**src/rtl/pipe_ctrl_pkg.sv**
```systemverilog
// ---------------------------------------------------------------------------
// pipe_ctrl_pkg
//  Shared types and constants for the 5-stage pipeline hazard controller.
//    vec_state_t : states of the multi-cycle vector-op tracker
//    op_type_t   : hazard action selected for the current cycle
//    pipe_ctl_t  : PC enable plus the pipe-register enable/flush bundle
//    ctl_for()   : maps an action onto the enable/flush bundle
// ---------------------------------------------------------------------------
package pipe_ctrl_pkg;

   // Width of the vector occupancy down-counter; VEC_CYCLES may be up to 255.
   localparam int VEC_CNT_W = 8;

   typedef enum logic [1:0] {
      ST_IDLE = 2'd0,
      ST_BUSY = 2'd1,
      ST_LAST = 2'd2
   } vec_state_t;

   // Resolved action for one cycle, highest priority first.
   typedef enum logic [2:0] {
      OP_RUN       = 3'd0,
      OP_EXT_STALL = 3'd1,
      OP_VEC_STALL = 3'd2,
      OP_BRANCH    = 3'd3,
      OP_LOAD_USE  = 3'd4
   } op_type_t;

   typedef struct packed {
      logic pc_en;
      logic en_if_id;
      logic en_id_ex;
      logic en_ex_mem;
      logic en_mem_wb;
      logic flush_if_id;
      logic flush_id_ex;
      logic flush_ex_mem;
   } pipe_ctl_t;

   localparam pipe_ctl_t PIPE_RUN = '{
      pc_en: 1'b1, en_if_id: 1'b1, en_id_ex: 1'b1, en_ex_mem: 1'b1, en_mem_wb: 1'b1,
      flush_if_id: 1'b0, flush_id_ex: 1'b0, flush_ex_mem: 1'b0
   };

   function automatic pipe_ctl_t ctl_for(input op_type_t op);
      pipe_ctl_t c;
      c = PIPE_RUN;
      case (op)
         OP_EXT_STALL: begin
            // Whole pipe frozen; nothing is cleared.
            c = '0;
         end
         OP_VEC_STALL: begin
            // Keep the vector op in EX, let MEM/WB drain, feed a bubble into MEM.
            c.pc_en        = 1'b0;
            c.en_if_id     = 1'b0;
            c.en_id_ex     = 1'b0;
            c.en_ex_mem    = 1'b0;
            c.flush_ex_mem = 1'b1;
         end
         OP_BRANCH: begin
            // Squash the two wrong-path instructions behind the branch.
            c.flush_if_id = 1'b1;
            c.flush_id_ex = 1'b1;
         end
         OP_LOAD_USE: begin
            // Hold the consumer in ID for one cycle, bubble into EX.
            c.pc_en       = 1'b0;
            c.en_if_id    = 1'b0;
            c.en_id_ex    = 1'b0;
            c.flush_id_ex = 1'b1;
         end
         default: c = PIPE_RUN;
      endcase
      return c;
   endfunction

endpackage

```
**src/rtl/pipe_hazard_ctrl_sat_counter.sv**
```systemverilog
// ---------------------------------------------------------------------------
// sat_counter
//  Saturating up-counter for hazard statistics.
//    CLK     : clock
//    RST     : synchronous active-high clear
//    inc_i   : count one event this cycle
//    hold_i  : freeze the counter (overrides inc_i)
//    count_o : current count, sticks at all-ones
// ---------------------------------------------------------------------------
module sat_counter #(
   parameter int W = 16
) (
   input  logic         CLK,
   input  logic         RST,
   input  logic         inc_i,
   input  logic         hold_i,
   output logic [W-1:0] count_o
);

   logic [W-1:0] count_reg;

   always_ff @(posedge CLK) begin
      if (RST) begin
         count_reg <= '0;
      end else if (inc_i && !hold_i && (count_reg != '1)) begin
         count_reg <= count_reg + W'(1);
      end
   end

   assign count_o = count_reg;

endmodule

```
**src/rtl/pipe_hazard_ctrl.sv**
```systemverilog
// ---------------------------------------------------------------------------
// pipe_hazard_ctrl
//  Pipeline control for the 5-stage scalar/vector ASIP. Produces PC enable and
//  the enable/flush controls of the IF/ID, ID/EX, EX/MEM and MEM/WB registers,
//  resolving (highest first) external memory stalls, multi-cycle vector ops in
//  EX, taken-branch flushes and load-use hazards. Outputs are combinational
//  from registered state plus current inputs.
//  Ports:
//    CLK, RST                     : clock, synchronous active-high reset
//    stall_i                      : memory not ready, freezes everything
//    A1_ID_i, A2_ID_i, UseA*_ID_i : ID-stage source registers and use flags
//    A3_EX_i, RegFile_WE_EX_i     : EX-stage destination and write enable
//    WBSelect_EX_i                : EX instruction is a load
//    VecMulti_EX_i                : EX holds a multi-cycle vector op
//    BranchTaken_EX_i             : branch in EX resolved taken
//    PC_enable_o, enable_*_o      : PC / pipe-register enables
//    flush_*_o                    : pipe-register bubble insertion
//    busy_o                       : vector tracker not idle
//    stall_cnt_o, flush_cnt_o     : saturating hazard statistics
// ---------------------------------------------------------------------------
module pipe_hazard_ctrl
   import pipe_ctrl_pkg::*;
#(
   parameter int REG_W      = 4,
   parameter int VEC_CYCLES = 4,
   parameter int CNT_W      = 16
) (
   input  logic             CLK,
   input  logic             RST,
   input  logic             stall_i,
   input  logic [REG_W-1:0] A1_ID_i,
   input  logic [REG_W-1:0] A2_ID_i,
   input  logic             UseA1_ID_i,
   input  logic             UseA2_ID_i,
   input  logic [REG_W-1:0] A3_EX_i,
   input  logic             RegFile_WE_EX_i,
   input  logic             WBSelect_EX_i,
   input  logic             VecMulti_EX_i,
   input  logic             BranchTaken_EX_i,
   output logic             PC_enable_o,
   output logic             enable_IF_ID_o,
   output logic             enable_ID_EX_o,
   output logic             enable_EX_MEM_o,
   output logic             enable_MEM_WB_o,
   output logic             flush_IF_ID_o,
   output logic             flush_ID_EX_o,
   output logic             flush_EX_MEM_o,
   output logic             busy_o,
   output logic [CNT_W-1:0] stall_cnt_o,
   output logic [CNT_W-1:0] flush_cnt_o
);

   // Remaining BUSY cycles loaded on entry: the entry cycle and the LAST
   // cycle are not counted, hence VEC_CYCLES-2.
   localparam int VEC_LOAD = (VEC_CYCLES > 2) ? (VEC_CYCLES - 2) : 0;

   vec_state_t           state_reg, state_next;
   logic [VEC_CNT_W-1:0] cnt_reg, cnt_next;

   op_type_t  op;
   pipe_ctl_t ctl;
   logic      load_use;
   logic      vec_stall;
   logic      stall_inc;
   logic      flush_inc;

   // ALU-to-ALU dependencies are forwarded; only a load feeding ID stalls.
   assign load_use = RegFile_WE_EX_i && WBSelect_EX_i &&
                     ((UseA1_ID_i && (A1_ID_i == A3_EX_i)) ||
                      (UseA2_ID_i && (A2_ID_i == A3_EX_i)));

   always_ff @(posedge CLK) begin
      if (RST) begin
         state_reg <= ST_IDLE;
         cnt_reg   <= '0;
      end else begin
         state_reg <= state_next;
         cnt_reg   <= cnt_next;
      end
   end

   always_comb begin
      state_next = state_reg;
      cnt_next   = cnt_reg;
      vec_stall  = 1'b0;
      op         = OP_RUN;

      if (RST) begin
         // Pipe registers clear themselves; leave them free-running.
         op = OP_RUN;
      end else if (stall_i) begin
         // Frozen: tracker holds, EX contents are re-evaluated after release.
         op = OP_EXT_STALL;
      end else begin
         case (state_reg)
            ST_IDLE: begin
               if (VecMulti_EX_i && (VEC_CYCLES > 1)) begin
                  vec_stall  = 1'b1;
                  cnt_next   = VEC_CNT_W'(VEC_LOAD);
                  state_next = (VEC_CYCLES > 2) ? ST_BUSY : ST_LAST;
               end
            end
            ST_BUSY: begin
               vec_stall = 1'b1;
               cnt_next  = cnt_reg - VEC_CNT_W'(1);
               if (cnt_reg == VEC_CNT_W'(1)) begin
                  state_next = ST_LAST;
               end
            end
            ST_LAST: begin
               // Final EX cycle of the op; it advances to MEM at this edge.
               state_next = ST_IDLE;
            end
            default: begin
               state_next = ST_IDLE;
            end
         endcase

         if (vec_stall) begin
            op = OP_VEC_STALL;
         end else if (BranchTaken_EX_i) begin
            op = OP_BRANCH;
         end else if (load_use) begin
            op = OP_LOAD_USE;
         end
      end
   end

   assign ctl       = ctl_for(op);
   assign stall_inc = (op == OP_VEC_STALL) || (op == OP_LOAD_USE);
   assign flush_inc = (op == OP_BRANCH);

   assign PC_enable_o     = ctl.pc_en;
   assign enable_IF_ID_o  = ctl.en_if_id;
   assign enable_ID_EX_o  = ctl.en_id_ex;
   assign enable_EX_MEM_o = ctl.en_ex_mem;
   assign enable_MEM_WB_o = ctl.en_mem_wb;
   assign flush_IF_ID_o   = ctl.flush_if_id;
   assign flush_ID_EX_o   = ctl.flush_id_ex;
   assign flush_EX_MEM_o  = ctl.flush_ex_mem;
   assign busy_o          = (state_reg != ST_IDLE);

   sat_counter #(.W(CNT_W)) u_stall_cnt (
      .CLK     (CLK),
      .RST     (RST),
      .inc_i   (stall_inc),
      .hold_i  (stall_i),
      .count_o (stall_cnt_o)
   );

   sat_counter #(.W(CNT_W)) u_flush_cnt (
      .CLK     (CLK),
      .RST     (RST),
      .inc_i   (flush_inc),
      .hold_i  (stall_i),
      .count_o (flush_cnt_o)
   );

endmodule
```
**config.mk**
```make
export PLATFORM = sky130hd
export DESIGN_NAME = pipe_hazard_ctrl
export DESIGN_NICKNAME = d
export VERILOG_FILES = /design/src/rtl/pipe_ctrl_pkg.sv /design/src/rtl/pipe_hazard_ctrl_sat_counter.sv /design/src/rtl/pipe_hazard_ctrl.sv
export SDC_FILE = /design/constraint.sdc
export NUM_CORES = 1
export LEC_CHECK = 0
export BUFFER_PORTS_ARGS = -buffer_cell sky130_fd_sc_hd__buf_2
export CORE_MARGIN = 8
export CORE_UTILIZATION = 54
export CTS_BUF_LIST = sky130_fd_sc_hd__clkbuf_2 sky130_fd_sc_hd__clkbuf_4 sky130_fd_sc_hd__clkbuf_8
export CTS_CLUSTER_SIZE = 14
export DETAILED_ROUTE_END_ITERATION = 7
export PLACE_DENSITY = 0.93
export SYNTH_ARGS = -nofsm -noshare
export SYNTH_HDL_FRONTEND = slang
export SYNTH_SLANG_ARGS = --single-unit
```
**constraint.sdc**
```tcl
create_clock -name CLK -period 2.7 [get_ports CLK]
set_clock_uncertainty 0.1 [all_clocks]
set_input_delay 0.54 -clock CLK [delete_from_list [all_inputs] [get_ports CLK]]
set_output_delay 0.54 -clock CLK [all_outputs]
set_load 0.03 [all_outputs]
```
After elaboration in Yosys (flattened, before gate mapping)
Cells that the tools add are included.

word-level totals
  flip-flop bits (word level) = 42
  latch bits = 0
  bits in writable memories = 0
  memory bits (read-only) = 0
  bits of input ports = 21
  output and inout port bits = 41
  word-level logic and storage cells = 59
  memories = 0

operators by class
  $add $sub $neg = 3
  $mul = 0
  divide/modulo/power cells = 0
  order comparisons = 0
  equal/unequal tests = 12
  shifts and indexed selects = 0
  muxes and demuxes = 20
  bitwise operators = 1
  reduce and logical (&&, ||, !) cells = 19

operator list
  operator                                           count
  adder 16 x 1 -> 16 bit (second input constant)     2
  inequality test 16 bit (second input constant)     2
  2-to-1 mux 3 bit                                   6
  one-hot mux 8 bit (2 select lines)                 1
  == test 4 bit                                      2
  == test 8 x 1 -> 1 bit (second input constant)     1
  logical AND 1 bit                                  8
  2-to-1 mux 1 bit                                   8
  2-to-1 mux 8 bit                                   1
  subtractor 8 x 1 -> 8 bit (second input constant)  1
  == test 3 x 2 -> 1 bit (second input constant)     2
  AND reduction 3 bit                                2
  2-to-1 mux 2 bit                                   2
  inequality test 2 bit (second input constant)      2
  one-hot mux 2 bit (2 select lines)                 1
  nonzero test 2 bit                                 2
  OR reduction 2 bit                                 2
  == test 3 x 1 -> 1 bit (second input constant)     1
  == test 3 bit (second input constant)              1
  OR reduction 3 bit                                 1
  == test 2 x 1 -> 1 bit (second input constant)     1
  zero test 2 bit                                    1
  logical OR 1 bit                                   2
  one-hot mux 1 bit (2 select lines)                 1
  other kinds (2)                                    2

Longest topological paths before layout
Gate-level depths: netlist of run 1.

  depth in word-level cells = 13
  depth in mapped cells = 9
  depth with buffers taken out = 7

Modules after synthesis
From an unflattened synthesis of run 1, not the netlist that was laid out.

second synthesis, totals
  cells, all modules = 282
  area total of the unflattened synthesis = 2394.8 µm²

modules (own cells, without submodules)
  module            times used  cells an instance  area an instance (µm²)  seq. area each (µm²)
  sat_counter       2           98                 869.6                   320.3
  pipe_hazard_ctrl  1           86                 655.6                   200.2

Worst setup path before layout of run 1
Ideal clock, no wire load.

  kind = input port to output port
  start = input VecMulti_EX_i
  end = output enable_ID_EX_o
  arrival time = 2.289 ns
  data required time = 2.060 ns
  slack = -0.229 ns
  cell stages on the path = 7
  path buffers = 2
  path through = o21ai_4 -> nand2b_4 -> buf_6 -> clkinv_4 -> a21oi_1 -> and2_1 -> buf_4

between the ends
  word-level cells in the longest chain between the ends = 10
  elaborated cells on any way between the ends = 12
  classes of those cells = eq/ne (3); mux (8); reduce/logical (1)

RTL lines
  element                                               line                     RTL
  start, declared                                       pipe_hazard_ctrl.sv:38   input logic VecMulti_EX_i,
  2-to-1 mux 1 bit *                                    pipe_hazard_ctrl.sv:97   if (VecMulti_EX_i && (VEC_CYCLES > 1)) begin
  one-hot mux 1 bit (2 select lines) *                  pipe_hazard_ctrl.sv:95   case (state_reg)
  2-to-1 mux 1 bit *                                    pipe_hazard_ctrl.sv:91   end else if (stall_i) begin
  2-to-1 mux 1 bit *                                    pipe_hazard_ctrl.sv:88   if (RST) begin
  2-to-1 mux 3 bit *                                    pipe_hazard_ctrl.sv:119  if (vec_stall) begin
  2-to-1 mux 3 bit *                                    pipe_hazard_ctrl.sv:91
  2-to-1 mux 3 bit *                                    pipe_hazard_ctrl.sv:88
  == test 3 x 2 -> 1 bit, or another cell as far along  pipe_ctrl_pkg.sv:48      case (op)
  OR reduction 3 bit (no line) *                        -
  2-to-1 mux 3 bit *                                    pipe_ctrl_pkg.sv:48
  end, declared                                         pipe_hazard_ctrl.sv:42   output logic enable_ID_EX_o,

Every way passes the cells marked *; elsewhere a longest branch is shown, timed or not. The select of a mux whose other input is x is not followed.

Final worst setup path of run 1
  start = register state_reg[0]
  end = output PC_enable_o

between the ends
  word-level cells in the longest chain between the ends = 10
  elaborated cells on any way between the ends = 13
  classes of those cells = eq/ne (4); mux (7); reduce/logical (2)

RTL lines
  element                                                    line                     RTL
  start, declared                                            pipe_hazard_ctrl.sv:57   vec_state_t state_reg, state_next;
  start signal, assigned                                     pipe_hazard_ctrl.sv:77   state_reg <= state_next;
  == test 2 x 1 -> 1 bit or zero test 2 bit (tied branches)  pipe_hazard_ctrl.sv:95
  one-hot mux 1 bit (2 select lines) *                       pipe_hazard_ctrl.sv:95
  2-to-1 mux 1 bit *                                         pipe_hazard_ctrl.sv:91
  2-to-1 mux 1 bit *                                         pipe_hazard_ctrl.sv:88
  2-to-1 mux 3 bit *                                         pipe_hazard_ctrl.sv:119
  2-to-1 mux 3 bit *                                         pipe_hazard_ctrl.sv:91
  2-to-1 mux 3 bit *                                         pipe_hazard_ctrl.sv:88
  == test 3 x 2 -> 1 bit, or another cell as far along       pipe_ctrl_pkg.sv:48
  OR reduction 3 bit (no line) *                             -
  2-to-1 mux 3 bit *                                         pipe_ctrl_pkg.sv:48
  end, declared                                              pipe_hazard_ctrl.sv:40   output logic PC_enable_o,

Marked as above.

==> report_table.html, run 1 <==
<table>
<tr><th>Metric</th><th>Value</th></tr>
<tr><th colspan="2">Global route</th></tr>
<tr><td>First-pass GRT wire length</td><td>around 9 mm</td></tr>
<tr><td>Via count of the first global-routing pass</td><td>2050</td></tr>
<tr><td>Initial antenna violation count</td><td>0</td></tr>
<tr><td>Maximum number of pins on one net before global-route repair</td><td>slightly above 40</td></tr>
<tr><td>Global routing usage summed across all routing layers</td><td>17.0%</td></tr>
<tr><td>Total overflow reported by the global router</td><td>0</td></tr>
<tr><th colspan="2">Finish</th></tr>
<tr><td>Synth-to-Final Area Change</td><td>19.5%</td></tr>
<tr><td>Number of diodes</td><td>0</td></tr>
<tr><td>Layout cells sized above 1</td><td>between 20 and 30%</td></tr>
<tr><td>Number of nets at the end of the flow</td><td>roughly 360</td></tr>
<tr><td>Multi-input gate area in the final layout</td><td>between 1000 and 1500 µm²</td></tr>
<tr><td>Area of all placed cells without fillers</td><td>between 2000 and 3000 µm²</td></tr>
<tr><td>Sequential cell area</td><td>841 µm²</td></tr>
<tr><td>Filler Cells Inserted</td><td>~380</td></tr>
<tr><th colspan="2">Drt</th></tr>
<tr><td>Final antenna-violating net count</td><td>0</td></tr>
<tr><td>Remaining routing DRC violations</td><td>0</td></tr>
<tr><td>DRT Pass-1 Iters</td><td>4</td></tr>
<tr><td>Routed WL per cell</td><td>14.0 µm</td></tr>
<tr><td>Via count</td><td>approximately 2100</td></tr>
<tr><td>Routed via count divided by cell count</td><td>approximately 5.5</td></tr>
<tr><td>Iter 0 DRT Violations</td><td>70</td></tr>
<tr><td>Post-detailed-routing wire length</td><td>between 5 and 6 mm</td></tr>
<tr><th colspan="2">Synthesis</th></tr>
<tr><td>Part of the Yosys area used for sequential elements</td><td>36.2%</td></tr>
<tr><td>Asr flop ratio synth</td><td>0%</td></tr>
<tr><td>Synthesized net count</td><td>300</td></tr>
<tr><td>Number of synthesized flops with an enable pin</td><td>0</td></tr>
<tr><td>Distinct cell type count of the synthesized netlist</td><td>between 50 and 60</td></tr>
<tr><td>Most frequently used flop master after synthesis</td><td>sky130_fd_sc_hd__dfxtp_1</td></tr>
<tr><td>Post-Syn Area per Cell</td><td>between 8 and 9 µm²</td></tr>
<tr><td>Number of warnings printed during yosys synthesis</td><td>0</td></tr>
<tr><td>Flops &amp; latches, synth</td><td>42</td></tr>
<tr><td>Cell count after synthesis</td><td>275</td></tr>
<tr><td>Area of the mapped netlist</td><td>around 2300 µm²</td></tr>
<tr><th colspan="2">CTS</th></tr>
<tr><td>Hold Buf Count CTS</td><td>0</td></tr>
<tr><td>Later-pin clock latency in the skew report</td><td>approximately 0.3 ns</td></tr>
<tr><td>Setup repair bufs after CTS</td><td>0</td></tr>
<tr><td>Number of buffers added by the clock tree synthesis step</td><td>5</td></tr>
<tr><td>Number of H-tree branching levels</td><td>2</td></tr>
<tr><td>Cell chosen for the clock root</td><td>sky130_fd_sc_hd__clkbuf_8</td></tr>
<tr><td>Clock tree from TritonCTS</td><td>yes</td></tr>
<tr><td>Clock input transition at the sequential cells of the worst setup and hold paths</td><td>~0.080 ns</td></tr>
<tr><td>Worst-case clock buffer depth</td><td>2</td></tr>
<tr><td>Number of cells upsized or downsized after cts</td><td>1</td></tr>
<tr><td>Clk sink count</td><td>42</td></tr>
<tr><th colspan="2">Critical path</th></tr>
<tr><td>Critical register-to-register path endpoint</td><td>u_stall_cnt.count_o[7]$_SDFFE_PP0P_</td></tr>
<tr><td>Critical Path End Type</td><td>output port</td></tr>
<tr><td>Buffers &amp; Inverters on Critical Path</td><td>1</td></tr>
<tr><td>Slowest cell delay on critical path</td><td>0.40 ns</td></tr>
<tr><td>Worst Path Class, Setup</td><td>flip-flop to output port</td></tr>
<tr><td>Critical path cell sequence</td><td>nor2_2, o21ai_1, nor3_2, o21ai_2, and2_2, buf_2</td></tr>
<tr><td>Critical path's slowest cell</td><td>sky130_fd_sc_hd__dfxtp_1</td></tr>
<tr><td>Worst-case register-to-register setup slack</td><td>0.48 ns</td></tr>
<tr><td>Type of element launching the critical path</td><td>flip-flop</td></tr>
<tr><td>Largest driver fanout on the critical path</td><td>9</td></tr>
<tr><td>Launch point of the worst reg-to-reg path</td><td>u_stall_cnt.count_o[0]$_SDFFE_PP0P_</td></tr>
<tr><td>Critical path's top delay family</td><td>simple AND/OR/NAND/NOR gates</td></tr>
<tr><td>Arr. time, crit path</td><td>1.88 ns</td></tr>
<tr><td>Required time reported for the critical path endpoint</td><td>about 2 ns</td></tr>
<tr><td>Number of cell instances on the worst register-to-register path</td><td>7</td></tr>
<tr><th colspan="2">Outcome</th></tr>
<tr><td>Result of the run</td><td>complete, no violations</td></tr>
<tr><th colspan="2">Floorplanning</th></tr>
<tr><td>Initial core utilization</td><td>approximately 55%</td></tr>
<tr><td>I/O pin cnt</td><td>just over 60</td></tr>
<tr><td>Total Die Area</td><td>~6700 µm²</td></tr>
<tr><td>Std-Cell Rows</td><td>24</td></tr>
<tr><td>Die width</td><td>approximately 82 µm</td></tr>
<tr><td>Area of the core</td><td>about 4200 µm²</td></tr>
<tr><td>Die Span Y</td><td>between 80 and 90 µm</td></tr>
<tr><th colspan="2">Timing</th></tr>
<tr><td>Setup slack of the critical path after layout</td><td>approximately 0.18 ns</td></tr>
<tr><td>Setup repair after global routing missed its margin</td><td>false</td></tr>
<tr><td>Finish-stage setup viols</td><td>0</td></tr>
<tr><td>Relative max-transition margin</td><td>about two thirds</td></tr>
<tr><td>Max Transition Viols Final</td><td>0</td></tr>
<tr><td>Fmax achieved</td><td>between 0.3 and 0.4 GHz</td></tr>
<tr><td>Fraction of the cycle the final worst path needs</td><td>between 90 and 100%</td></tr>
<tr><td>Slew @ Worst Pin</td><td>0.506 ns</td></tr>
<tr><td>Endpoints failing hold</td><td>0</td></tr>
<tr><td>Min cycle time layout</td><td>2.52 ns</td></tr>
<tr><th colspan="2">Hold path</th></tr>
<tr><td>Hold crit path type</td><td>flip-flop to flip-flop</td></tr>
<tr><td>Number of stages on the worst hold path</td><td>2</td></tr>
<tr><td>Worst hold path endpoint</td><td>u_stall_cnt.count_o[15]$_SDFFE_PP0P_</td></tr>
<tr><td>Launch instance of the worst min-delay path</td><td>u_stall_cnt.count_o[15]$_SDFFE_PP0P_</td></tr>
<tr><th colspan="2">Job</th></tr>
<tr><td>Count of max-cap constraint violations</td><td>0</td></tr>
<tr><th colspan="2">Placed design</th></tr>
<tr><td>Post-Place Cell Area</td><td>2680 µm²</td></tr>
<tr><td>Count of port buffers added during placement</td><td>a little over 60</td></tr>
<tr><td>Post-detail-place hpwl</td><td>around 4.2 mm</td></tr>
<tr><td>Place WS</td><td>-0.0170 ns</td></tr>
<tr><td>Routability congestion estimate from global placement</td><td>approximately 0.86</td></tr>
<tr><th colspan="2">Power</th></tr>
<tr><td>Peak supply drop</td><td>0.000279 V</td></tr>
<tr><td>Post-route total power</td><td>about 1.2 mW</td></tr>
<tr><td>Leakage</td><td>1.18 nW</td></tr>
<tr><td>PwrDens</td><td>between 400 and 500 nW/µm²</td></tr>
</table>
## worst max-delay path by stage
stage / startpoint / endpoint / slack, ns / cells past startpoint
6_report: state_reg[0]$_SDFFE_PP0P_ / PC_enable_o / 0.18 / 6
5_1_grt: state_reg[0]$_SDFFE_PP0P_ / PC_enable_o / 0.03 / 6
4_1_cts: state_reg[0]$_SDFFE_PP0P_ / enable_IF_ID_o / 0.19 / 6
3_5_place_dp: A3_EX_i[2] / enable_IF_ID_o / -0.02 / 6
3_3_place_gp: RST / u_stall_cnt.count_o[7]$_SDFFE_PP0P_ / 0.11 / 7
2_1_floorplan: VecMulti_EX_i / enable_ID_EX_o / 0.10 / 7
## layout by cell type, fill, tap and decap left out, types with 3 or more instances in the layout
cell | netlist | layout
sky130_fd_sc_hd__clkbuf_8 | 0 | 5
sky130_fd_sc_hd__mux2_1 | 3 | 3
sky130_fd_sc_hd__buf_2 | 1 | 61
sky130_fd_sc_hd__dfxtp_1 | 42 | 42
sky130_fd_sc_hd__xnor2_1 | 12 | 12
sky130_fd_sc_hd__and3_1 | 4 | 4
sky130_fd_sc_hd__nand4_1 | 6 | 6
sky130_fd_sc_hd__nand2_1 | 30 | 30
sky130_fd_sc_hd__ha_1 | 4 | 4
sky130_fd_sc_hd__buf_4 | 3 | 6
sky130_fd_sc_hd__a211oi_1 | 5 | 5
sky130_fd_sc_hd__o311ai_1 | 3 | 3
sky130_fd_sc_hd__nor4_1 | 5 | 5
sky130_fd_sc_hd__nor3_1 | 10 | 10
sky130_fd_sc_hd__inv_1 | 11 | 11
sky130_fd_sc_hd__nor2_1 | 38 | 38
sky130_fd_sc_hd__xor2_1 | 17 | 17
sky130_fd_sc_hd__a21oi_1 | 10 | 9
sky130_fd_sc_hd__nand3_1 | 13 | 13
sky130_fd_sc_hd__nor2b_1 | 7 | 7
sky130_fd_sc_hd__mux2_2 | 5 | 5
## Yosys cell counts, types with 4 or more instances
master / n / area (µm²)
sky130_fd_sc_hd__ha_1: 4 / 50.1
sky130_fd_sc_hd__nor4_1: 5 / 31.3
sky130_fd_sc_hd__xor2_1: 17 / 149
sky130_fd_sc_hd__dfxtp_1: 42 / 841
sky130_fd_sc_hd__nand2_1: 30 / 113
sky130_fd_sc_hd__mux2_2: 5 / 56.3
sky130_fd_sc_hd__nor3_1: 10 / 50.1
sky130_fd_sc_hd__nor2_1: 38 / 143
sky130_fd_sc_hd__a211oi_1: 5 / 37.5
sky130_fd_sc_hd__a21oi_1: 10 / 50.1
sky130_fd_sc_hd__nand3_1: 13 / 65.1
sky130_fd_sc_hd__xnor2_1: 12 / 105
sky130_fd_sc_hd__nand4_1: 6 / 37.5
sky130_fd_sc_hd__inv_1: 11 / 41.3
sky130_fd_sc_hd__and3_1: 4 / 25.0
sky130_fd_sc_hd__nor2b_1: 7 / 43.8
## where the power goes
part / switching, mW / leakage, nW / internal, mW / total [mW]
Clock: 0.232 / 0.0447 / 0.186 / 0.418
Combinational: 0.100 / 0.797 / 0.0614 / 0.161
Sequential: 0.0120 / 0.340 / 0.632 / 0.644
Total: 0.344 / 1.18 / 0.879 / 1.22
## logic make-up (layout without fill, tap and decap cells)
family / Yosys count / after routing / synth area share (%)
buffers and inverters: 22 / 87 / 4.95
multiplexers: 10 / 10 / 4.74
adder cells (fa/ha/maj): 4 / 4 / 2.15
AO/OA/AOI/OAI: 34 / 34 / 11.5
flip-flops: 42 / 42 / 36.2
AND/OR/NAND/NOR: 134 / 134 / 29.6
XOR/XNOR: 29 / 29 / 10.9
## per-layer routing
layer | part of all wire, % | track usage [%] | up-vias
li1 | - | - | 1085
met3 | 7.8 | 5.03 | 11
met5 | 0 | 0 | -
met1 | 43 | 19.2 | 979
met4 | 1.7 | 7.54 | 0
met2 | 47 | 29.0 | 71
## final cells by class
cell class                 instances  area share (%)
clock buffer                       5            2.48
timing repair buffer              67            12.6
clock inverter                     3           0.901
sequential                        42            30.3
inverter                          12            1.80
multi-input combinational        211            49.6
tap                               52            2.34
## stage by stage
stage	setup TNS [ns]	hold WS (ns)	std cells	util (%)
global route	0	0.445	392	65.6
CTS	0	0.404	392	65.6
floorplan	0	0.371	275	-
detailed placement	-0.0480	0.385	384	63.3
finish	0	0.401	392	65.6
global placement	0	0.372	384	63.3
## tightest hold or removal path, cell delays in order (launching register included)
cell and delay [ns]:
sky130_fd_sc_hd__dfxtp_1 0.34, sky130_fd_sc_hd__nand2_1 0.06, sky130_fd_sc_hd__mux2i_1 0.05
No activity file was read; power rests on OpenSTA's default activity.
==> run 2, diff against run 1 <==
clock period = 2.77 ns   (was 2.7 ns; I/O delays follow)
==> run 2 against run 1 <==
Sequential power shrank 2%. Highest routed layer unchanged. Register-to-register slack got worse by 0.14 ns. Largest cell class unchanged. Clock-buffer cell count did not move. First-iteration DRC count grew 36%. Sequential share of layout area shrank 0.068 points. Sequential cell count did not move. Non-clock buffer count is 1 lower. Via count grew 0.51%.
==> report_table.html, run 2 (same netlist as run 1, synthesis figures left out) <==
<table>
<tr><th>Metric</th><th>Value</th></tr>
<tr><th colspan="2">Critical path</th></tr>
<tr><td>Arr. time, crit path</td><td>1.90 ns</td></tr>
<tr><td>Worst Path Class, Setup</td><td>flip-flop to output port</td></tr>
<tr><td>Buffers &amp; Inverters on Critical Path</td><td>1</td></tr>
<tr><td>Type of element launching the critical path</td><td>flip-flop</td></tr>
<tr><td>Required time reported for the critical path endpoint</td><td>about 2.1 ns</td></tr>
<tr><td>Critical path's top delay family</td><td>simple AND/OR/NAND/NOR gates</td></tr>
<tr><td>Critical Path End Type</td><td>output port</td></tr>
<tr><td>Largest driver fanout on the critical path</td><td>11</td></tr>
<tr><td>Slowest cell delay on critical path</td><td>around 0.4 ns</td></tr>
<tr><td>Worst-case register-to-register setup slack</td><td>about 0.34 ns</td></tr>
<tr><td>Critical path's slowest cell</td><td>sky130_fd_sc_hd__dfxtp_1</td></tr>
<tr><td>Critical path cell sequence</td><td>nor2_2, o21ai_1, nor3_2, o21ai_2, and2_1, buf_2</td></tr>
<tr><th colspan="2">Timing</th></tr>
<tr><td>Fraction of the cycle the final worst path needs</td><td>between 90% and 100%</td></tr>
<tr><td>Max Transition Viols Final</td><td>0</td></tr>
<tr><td>Worst hold margin</td><td>approximately 0.4 ns</td></tr>
<tr><td>Finish-stage setup viols</td><td>0</td></tr>
<tr><td>Endpoints failing hold</td><td>0</td></tr>
<tr><td>Fmax achieved</td><td>just under 0.4 GHz</td></tr>
<tr><td>Relative max-transition margin</td><td>roughly three fifths</td></tr>
<tr><td>Setup slack of the critical path after layout</td><td>approximately 0.22 ns</td></tr>
<tr><td>Min cycle time layout</td><td>roughly 2.6 ns</td></tr>
<tr><td>Slew @ Worst Pin</td><td>~0.58 ns</td></tr>
<tr><td>Setup repair after global routing missed its margin</td><td>false</td></tr>
<tr><th colspan="2">Floorplanning</th></tr>
<tr><td>I/O pin cnt</td><td>62</td></tr>
<tr><td>Die Span Y</td><td>between 80 and 90 µm</td></tr>
<tr><td>Area of the core</td><td>approximately 4200 µm²</td></tr>
<tr><td>Std-Cell Rows</td><td>24</td></tr>
<tr><td>Die width</td><td>between 80 and 90 µm</td></tr>
<tr><td>Initial core utilization</td><td>a little over half</td></tr>
<tr><td>Total Die Area</td><td>between 6000 and 7000 µm²</td></tr>
<tr><th colspan="2">Global route</th></tr>
<tr><td>Global routing usage summed across all routing layers</td><td>roughly 17%</td></tr>
<tr><td>Maximum number of pins on one net before global-route repair</td><td>a little over 40</td></tr>
<tr><td>Via count of the first global-routing pass</td><td>about 2200</td></tr>
<tr><td>Global routing met3 resource utilization</td><td>under 10%</td></tr>
<tr><td>M1 GR Usage</td><td>a little under a fifth</td></tr>
<tr><td>Initial antenna violation count</td><td>0</td></tr>
<tr><td>GRT met2 Usage</td><td>31.3%</td></tr>
<tr><td>First-pass GRT wire length</td><td>9.36 mm</td></tr>
<tr><td>Busiest grt layer</td><td>met2</td></tr>
<tr><td>Total overflow reported by the global router</td><td>0</td></tr>
<tr><th colspan="2">Placed design</th></tr>
<tr><td>Total instance count after detailed placement</td><td>between 300 and 400</td></tr>
<tr><td>Post-detail-place hpwl</td><td>between 4 and 5 mm</td></tr>
<tr><td>Place WS</td><td>-0.0616 ns</td></tr>
<tr><td>Routability congestion estimate from global placement</td><td>approximately 0.87</td></tr>
<tr><td>Count of port buffers added during placement</td><td>61</td></tr>
<tr><th colspan="2">Drt</th></tr>
<tr><td>Routed WL per cell</td><td>approximately 14 µm</td></tr>
<tr><td>Routed via count divided by cell count</td><td>approximately 5.5</td></tr>
<tr><td>Post-detailed-routing wire length</td><td>5.54 mm</td></tr>
<tr><td>DRT Pass-1 Iters</td><td>4</td></tr>
<tr><td>Final antenna-violating net count</td><td>0</td></tr>
<tr><td>Via count</td><td>around 2200</td></tr>
<tr><td>Iter 0 DRT Violations</td><td>95</td></tr>
<tr><td>Remaining routing DRC violations</td><td>0</td></tr>
<tr><th colspan="2">CTS</th></tr>
<tr><td>Worst-case clock buffer depth</td><td>2</td></tr>
<tr><td>Setup repair bufs after CTS</td><td>0</td></tr>
<tr><td>Clk sink count</td><td>42</td></tr>
<tr><td>Number of cells upsized or downsized after cts</td><td>0</td></tr>
<tr><td>Number of H-tree branching levels</td><td>2</td></tr>
<tr><td>Number of buffers added by the clock tree synthesis step</td><td>5</td></tr>
<tr><td>Later-pin clock latency in the skew report</td><td>about 0.3 ns</td></tr>
<tr><td>Hold Buf Count CTS</td><td>0</td></tr>
<tr><td>Clock input transition at the sequential cells of the worst setup and hold paths</td><td>roughly 0.070 ns</td></tr>
<tr><td>Cell chosen for the clock root</td><td>sky130_fd_sc_hd__clkbuf_8</td></tr>
<tr><td>Clock tree from TritonCTS</td><td>yes</td></tr>
<tr><th colspan="2">Finish</th></tr>
<tr><td>Number of nets at the end of the flow</td><td>around 360</td></tr>
<tr><td>Layout cells sized above 1</td><td>28.9%</td></tr>
<tr><td>Commonest cells after routing, fill and taps aside</td><td>61 x sky130_fd_sc_hd__buf_2, 42 x sky130_fd_sc_hd__dfxtp_1, 38 x sky130_fd_sc_hd__nor2_1</td></tr>
<tr><td>Synth-to-Final Area Change</td><td>19.8%</td></tr>
<tr><td>Leading cell type in the layout, fill and taps excluded</td><td>sky130_fd_sc_hd__buf_2</td></tr>
<tr><td>Count of placed standard cells in the final layout, fillers left out</td><td>391</td></tr>
<tr><td>Post-Route Utilization</td><td>about two thirds</td></tr>
<tr><td>Number of diodes</td><td>0</td></tr>
<tr><th colspan="2">Outcome</th></tr>
<tr><td>Result of the run</td><td>complete, no violations</td></tr>
<tr><th colspan="2">Power</th></tr>
<tr><td>Peak supply drop</td><td>between 0.0002 and 0.00025 V</td></tr>
<tr><td>Leakage</td><td>~1.2 nW</td></tr>
<tr><td>PwrDens</td><td>approximately 450 nW/µm²</td></tr>
<tr><th colspan="2">Job</th></tr>
<tr><td>Count of max-cap constraint violations</td><td>0</td></tr>
<tr><th colspan="2">Hold path</th></tr>
<tr><td>Hold crit path type</td><td>flip-flop to flip-flop</td></tr>
</table>
## run 2: changes by cell type in the layout (fill, tap and decap cells not counted)
cell / before / now
sky130_fd_sc_hd__clkinv_4: 2 / 1
sky130_fd_sc_hd__bufinv_16: 0 / 1
sky130_fd_sc_hd__buf_4: 6 / 5
sky130_fd_sc_hd__clkinv_2: 0 / 2
sky130_fd_sc_hd__and2_1: 2 / 3
sky130_fd_sc_hd__clkinvlp_4: 1 / 0
sky130_fd_sc_hd__and2_2: 1 / 0
sky130_fd_sc_hd__inv_6: 1 / 0
## run 2: where the power goes
group,internal (mW),total (mW),switching [mW]
Combinational,0.0597,0.155,0.0958
Sequential,0.616,0.628,0.0123
Clock,0.265,0.473,0.208
## run 2: per-layer routing
layer	share of wire, %	wire (µm)
met1	40	2230
met2	49	2720
met3	9.5	524
met4	1.3	70
met5	0	0
## run 2: worst paths after layout
kind | startpoint | end | cells after the start
worst min register to register | cnt_reg[5]$_SDFFE_PP0P_ | cnt_reg[5]$_SDFFE_PP0P_ | 2
worst max register to register | state_reg[0]$_SDFFE_PP0P_ | u_stall_cnt.count_o[7]$_SDFFE_PP0P_ | 6
worst max-delay path | state_reg[0]$_SDFFE_PP0P_ | PC_enable_o | 6
worst min-delay path | cnt_reg[5]$_SDFFE_PP0P_ | cnt_reg[5]$_SDFFE_PP0P_ | 2
## run 2: layout make-up
| type | count | area [µm²] |
|---|---|---|
| clock buffer | 5 | 68.8 |
| clock inverter | 3 | 40.0 |
| fill | 355 | 1450 |
| inverter | 12 | 50.0 |
| multi-input combinational | 211 | 1380 |
| sequential | 42 | 841 |
| tap | 52 | 65.1 |
| timing repair buffer | 66 | 343 |
## run 2: worst min-delay path, stage by stage (launching register included)
cell	delay (ns)
sky130_fd_sc_hd__dfxtp_1	0.34
sky130_fd_sc_hd__xor2_1	0.07
sky130_fd_sc_hd__nor2_1	0.07
## run 2: stage by stage
step / total power, mW / cell area (µm²) / setup TNS [ns]
5_1_grt: 1.32 / 2780 / 0
3_5_place_dp: 0.797 / 2670 / -0.0616
4_1_cts: 1.27 / 2780 / 0
6_report: 1.26 / 2780 / 0
2_1_floorplan: 0.752 / 2330 / 0
3_3_place_gp: 0.793 / 2670 / 0
==> run 3, diff against run 2 <==
--- a/config.mk
+++ b/config.mk
@@ -10,4 +10,5 @@
 export CORE_UTILIZATION = 54
 export CTS_BUF_LIST = sky130_fd_sc_hd__clkbuf_2 sky130_fd_sc_hd__clkbuf_4 sky130_fd_sc_hd__clkbuf_8
+export CTS_CLUSTER_DIAMETER = 60
 export CTS_CLUSTER_SIZE = 14
 export DETAILED_ROUTE_END_ITERATION = 7
==> constraint.sdc (replaced) <==
create_clock -name CLK -period 2.77 [get_ports CLK]
set_clock_uncertainty 0.1 [all_clocks]
set_input_delay 0.277 -clock CLK [delete_from_list [all_inputs] [get_ports CLK]]
set_output_delay 0.277 -clock CLK [all_outputs]
set_load 0.03 [all_outputs]
==> run 3 against run 2 <==
Sequential power about the same. Total power rose by 8.9%. Die area unchanged. Sequential cell count did not move. Combinational power is essentially flat. Clock power is 24% higher. Setup slack improved by 0.091 ns. Critical endpoint is now enable_IF_ID_o.
==> report_table.html, run 3 (same netlist as run 1, synthesis figures left out) <==
<table>
<tr><th>Metric</th><th>Value</th></tr>
<tr><th colspan="2">Outcome</th></tr>
<tr><td>Result of the run</td><td>complete, no violations</td></tr>
<tr><th colspan="2">Timing</th></tr>
<tr><td>Fmax achieved</td><td>0.407 GHz</td></tr>
<tr><td>Slew @ Worst Pin</td><td>roughly 0.84 ns</td></tr>
<tr><td>Post-route setup TNS</td><td>0 ns</td></tr>
<tr><td>Endpoints failing hold</td><td>0</td></tr>
<tr><td>Finish-stage setup viols</td><td>0</td></tr>
<tr><td>Relative max-transition margin</td><td>a little over two fifths</td></tr>
<tr><td>Fraction of the cycle the final worst path needs</td><td>88.8%</td></tr>
<tr><td>Setup repair after global routing missed its margin</td><td>false</td></tr>
<tr><td>Max Transition Viols Final</td><td>0</td></tr>
<tr><td>Min cycle time layout</td><td>around 2.5 ns</td></tr>
<tr><th colspan="2">Finish</th></tr>
<tr><td>Synth-to-Final Area Change</td><td>20.4%</td></tr>
<tr><td>Number of diodes</td><td>0</td></tr>
<tr><td>Layout cells sized above 1</td><td>28.1%</td></tr>
<tr><td>Commonest cells after routing, fill and taps aside</td><td>61 x sky130_fd_sc_hd__buf_2, 42 x sky130_fd_sc_hd__dfxtp_1, 38 x sky130_fd_sc_hd__nor2_1</td></tr>
<tr><td>Number of nets at the end of the flow</td><td>around 360</td></tr>
<tr><td>Area of all placed cells without fillers</td><td>around 2800 µm²</td></tr>
<tr><td>Leading cell type in the layout, fill and taps excluded</td><td>sky130_fd_sc_hd__buf_2</td></tr>
<tr><td>Filler Cells Inserted</td><td>around 360</td></tr>
<tr><th colspan="2">CTS</th></tr>
<tr><td>Setup repair bufs after CTS</td><td>0</td></tr>
<tr><td>Worst-case clock buffer depth</td><td>2</td></tr>
<tr><td>Later-pin clock latency in the skew report</td><td>0.30 ns</td></tr>
<tr><td>Cell chosen for the clock root</td><td>sky130_fd_sc_hd__clkbuf_8</td></tr>
<tr><td>Number of buffers added by the clock tree synthesis step</td><td>5</td></tr>
<tr><td>Number of cells upsized or downsized after cts</td><td>0</td></tr>
<tr><td>Number of H-tree branching levels</td><td>2</td></tr>
<tr><td>Clk sink count</td><td>42</td></tr>
<tr><td>Clock tree from TritonCTS</td><td>yes</td></tr>
<tr><td>Hold Buf Count CTS</td><td>0</td></tr>
<tr><td>Clock input transition at the sequential cells of the worst setup and hold paths</td><td>roughly 0.090 ns</td></tr>
<tr><th colspan="2">Drt</th></tr>
<tr><td>Remaining routing DRC violations</td><td>0</td></tr>
<tr><td>Final antenna-violating net count</td><td>0</td></tr>
<tr><td>Via count</td><td>roughly 2200</td></tr>
<tr><td>Iter 0 DRT Violations</td><td>102</td></tr>
<tr><td>Routed WL per cell</td><td>~14 µm</td></tr>
<tr><td>Routed via count divided by cell count</td><td>between 5 and 6</td></tr>
<tr><td>DRT Pass-1 Iters</td><td>4</td></tr>
<tr><td>Post-detailed-routing wire length</td><td>5.52 mm</td></tr>
<tr><th colspan="2">Global route</th></tr>
<tr><td>Initial antenna violation count</td><td>0</td></tr>
<tr><td>Global routing usage summed across all routing layers</td><td>between 10% and 20%</td></tr>
<tr><td>Via count of the first global-routing pass</td><td>2071</td></tr>
<tr><td>Maximum number of pins on one net before global-route repair</td><td>between 40 and 50</td></tr>
<tr><td>Total overflow reported by the global router</td><td>0</td></tr>
<tr><td>First-pass GRT wire length</td><td>between 9 and 10 mm</td></tr>
<tr><th colspan="2">Power</th></tr>
<tr><td>PwrDens</td><td>489 nW/µm²</td></tr>
<tr><td>Peak supply drop</td><td>around 0.00042 V</td></tr>
<tr><td>Leakage</td><td>~1.2 nW</td></tr>
<tr><th colspan="2">Critical path</th></tr>
<tr><td>Required time reported for the critical path endpoint</td><td>roughly 2.4 ns</td></tr>
<tr><td>Worst Path Class, Setup</td><td>flip-flop to output port</td></tr>
<tr><td>Critical path cell sequence</td><td>nor2_2, o21ai_1, nor3_2, o21ai_1, and2_1, buf_2</td></tr>
<tr><td>Type of element launching the critical path</td><td>flip-flop</td></tr>
<tr><td>Critical path's top delay family</td><td>compound AO/OA/AOI/OAI gates</td></tr>
<tr><td>Buffers &amp; Inverters on Critical Path</td><td>1</td></tr>
<tr><td>Arr. time, crit path</td><td>2.08 ns</td></tr>
<tr><td>Largest driver fanout on the critical path</td><td>11</td></tr>
<tr><td>Launch point of the worst reg-to-reg path</td><td>state_reg[0]$_SDFFE_PP0P_</td></tr>
<tr><td>Critical path's slowest cell</td><td>sky130_fd_sc_hd__dfxtp_1</td></tr>
<tr><td>Launch point of the worst path</td><td>state_reg[0]$_SDFFE_PP0P_</td></tr>
<tr><td>Slowest cell delay on critical path</td><td>around 0.52 ns</td></tr>
<tr><td>Worst-case register-to-register setup slack</td><td>0.37 ns</td></tr>
<tr><td>Critical Path End Type</td><td>output port</td></tr>
<tr><td>Crit-path most repeated cell</td><td>sky130_fd_sc_hd__o21ai_1</td></tr>
<tr><th colspan="2">Floorplanning</th></tr>
<tr><td>Die width</td><td>81.6 µm</td></tr>
<tr><td>Initial core utilization</td><td>54.9%</td></tr>
<tr><td>Die Span Y</td><td>81.6 µm</td></tr>
<tr><td>I/O pin cnt</td><td>62</td></tr>
<tr><td>Total Die Area</td><td>between 6000 and 7000 µm²</td></tr>
<tr><td>Area of the core</td><td>4230 µm²</td></tr>
<tr><td>Std-Cell Rows</td><td>24</td></tr>
<tr><th colspan="2">Placed design</th></tr>
<tr><td>Routability congestion estimate from global placement</td><td>0.854</td></tr>
<tr><td>Count of port buffers added during placement</td><td>61</td></tr>
<tr><td>Post-Place Cell Area</td><td>roughly 2700 µm²</td></tr>
<tr><td>Post-detail-place hpwl</td><td>between 4 and 5 mm</td></tr>
<tr><th colspan="2">Hold path</th></tr>
<tr><td>Launch instance of the worst min-delay path</td><td>stall_i</td></tr>
<tr><td>Hold crit path type</td><td>input port to flip-flop</td></tr>
<tr><th colspan="2">Job</th></tr>
<tr><td>Count of max-cap constraint violations</td><td>0</td></tr>
</table>
-- run 3: changes by cell type in the layout (fill, tap and decap cells not counted) --
cell,delta
sky130_fd_sc_hd__buf_4,-1
sky130_fd_sc_hd__clkinv_4,+1
sky130_fd_sc_hd__o21ai_2,-1
sky130_fd_sc_hd__o21ai_1,+1
sky130_fd_sc_hd__a21oi_2,-1
sky130_fd_sc_hd__a21oi_1,+1
sky130_fd_sc_hd__clkinv_2,-2
sky130_fd_sc_hd__bufinv_16,+1
-- run 3: report_power, final --
| part | internal (mW) | switching (mW) | total [mW] |
|---|---|---|---|
| Sequential | 0.616 | 0.0126 | 0.628 |
| Combinational | 0.0583 | 0.0960 | 0.154 |
| Clock | 0.361 | 0.225 | 0.586 |
-- run 3: per-layer routing --
metal  GRT usage (%)  share of wire (%)
met4            7.54                1.7
met5               0                  0
met1            18.9                 41
met3            5.91                9.8
met2            28.8                 47
-- run 3: worst reg2reg max path: stages (launching register included) --
cell and delay (ns):
sky130_fd_sc_hd__dfxtp_1 0.41, sky130_fd_sc_hd__nor2_2 0.18, sky130_fd_sc_hd__o21ai_1 0.08, sky130_fd_sc_hd__nor3_2 0.26, sky130_fd_sc_hd__o21ai_1 0.35, sky130_fd_sc_hd__a2111oi_0 0.55, sky130_fd_sc_hd__mux2_1 0.36
-- run 3: metrics by stage --
step | setup WS (ns) | power [mW] | hold slack [ns] | utilization (%) | std cells
3_5_place_dp | 0.375 | 0.795 | 0.379 | 62.8 | 382
2_1_floorplan | 0.221 | 0.752 | 0.322 | - | 275
3_3_place_gp | 0.450 | 0.791 | 0.375 | 62.8 | 382
4_1_cts | 0.293 | 1.38 | 0.199 | 66.0 | 390
6_report | 0.310 | 1.37 | 0.204 | 66.0 | 390
5_1_grt | 0.169 | 1.42 | 0.205 | 66.0 | 390
-- run 3: final timing paths --
check / to / depth (start not counted)
setup / recovery: enable_IF_ID_o / 6
hold / removal: state_reg[1]$_SDFFE_PP0P_ / 3
setup reg to reg: u_stall_cnt.count_o[7]$_SDFFE_PP0P_ / 6
hold reg to reg: u_stall_cnt.count_o[15]$_SDFFE_PP0P_ / 1
-- run 3: final cells by class --
class,count,area (µm²),area share (%)
multi-input cells,211,1370,48.9
well taps,52,65.1,2.33
clock inverters,3,68.8,2.46
repair buffers,65,335,12.0
clock buffers,5,68.8,2.46
flip-flops and latches,42,841,30.1
inverters,12,50.0,1.79
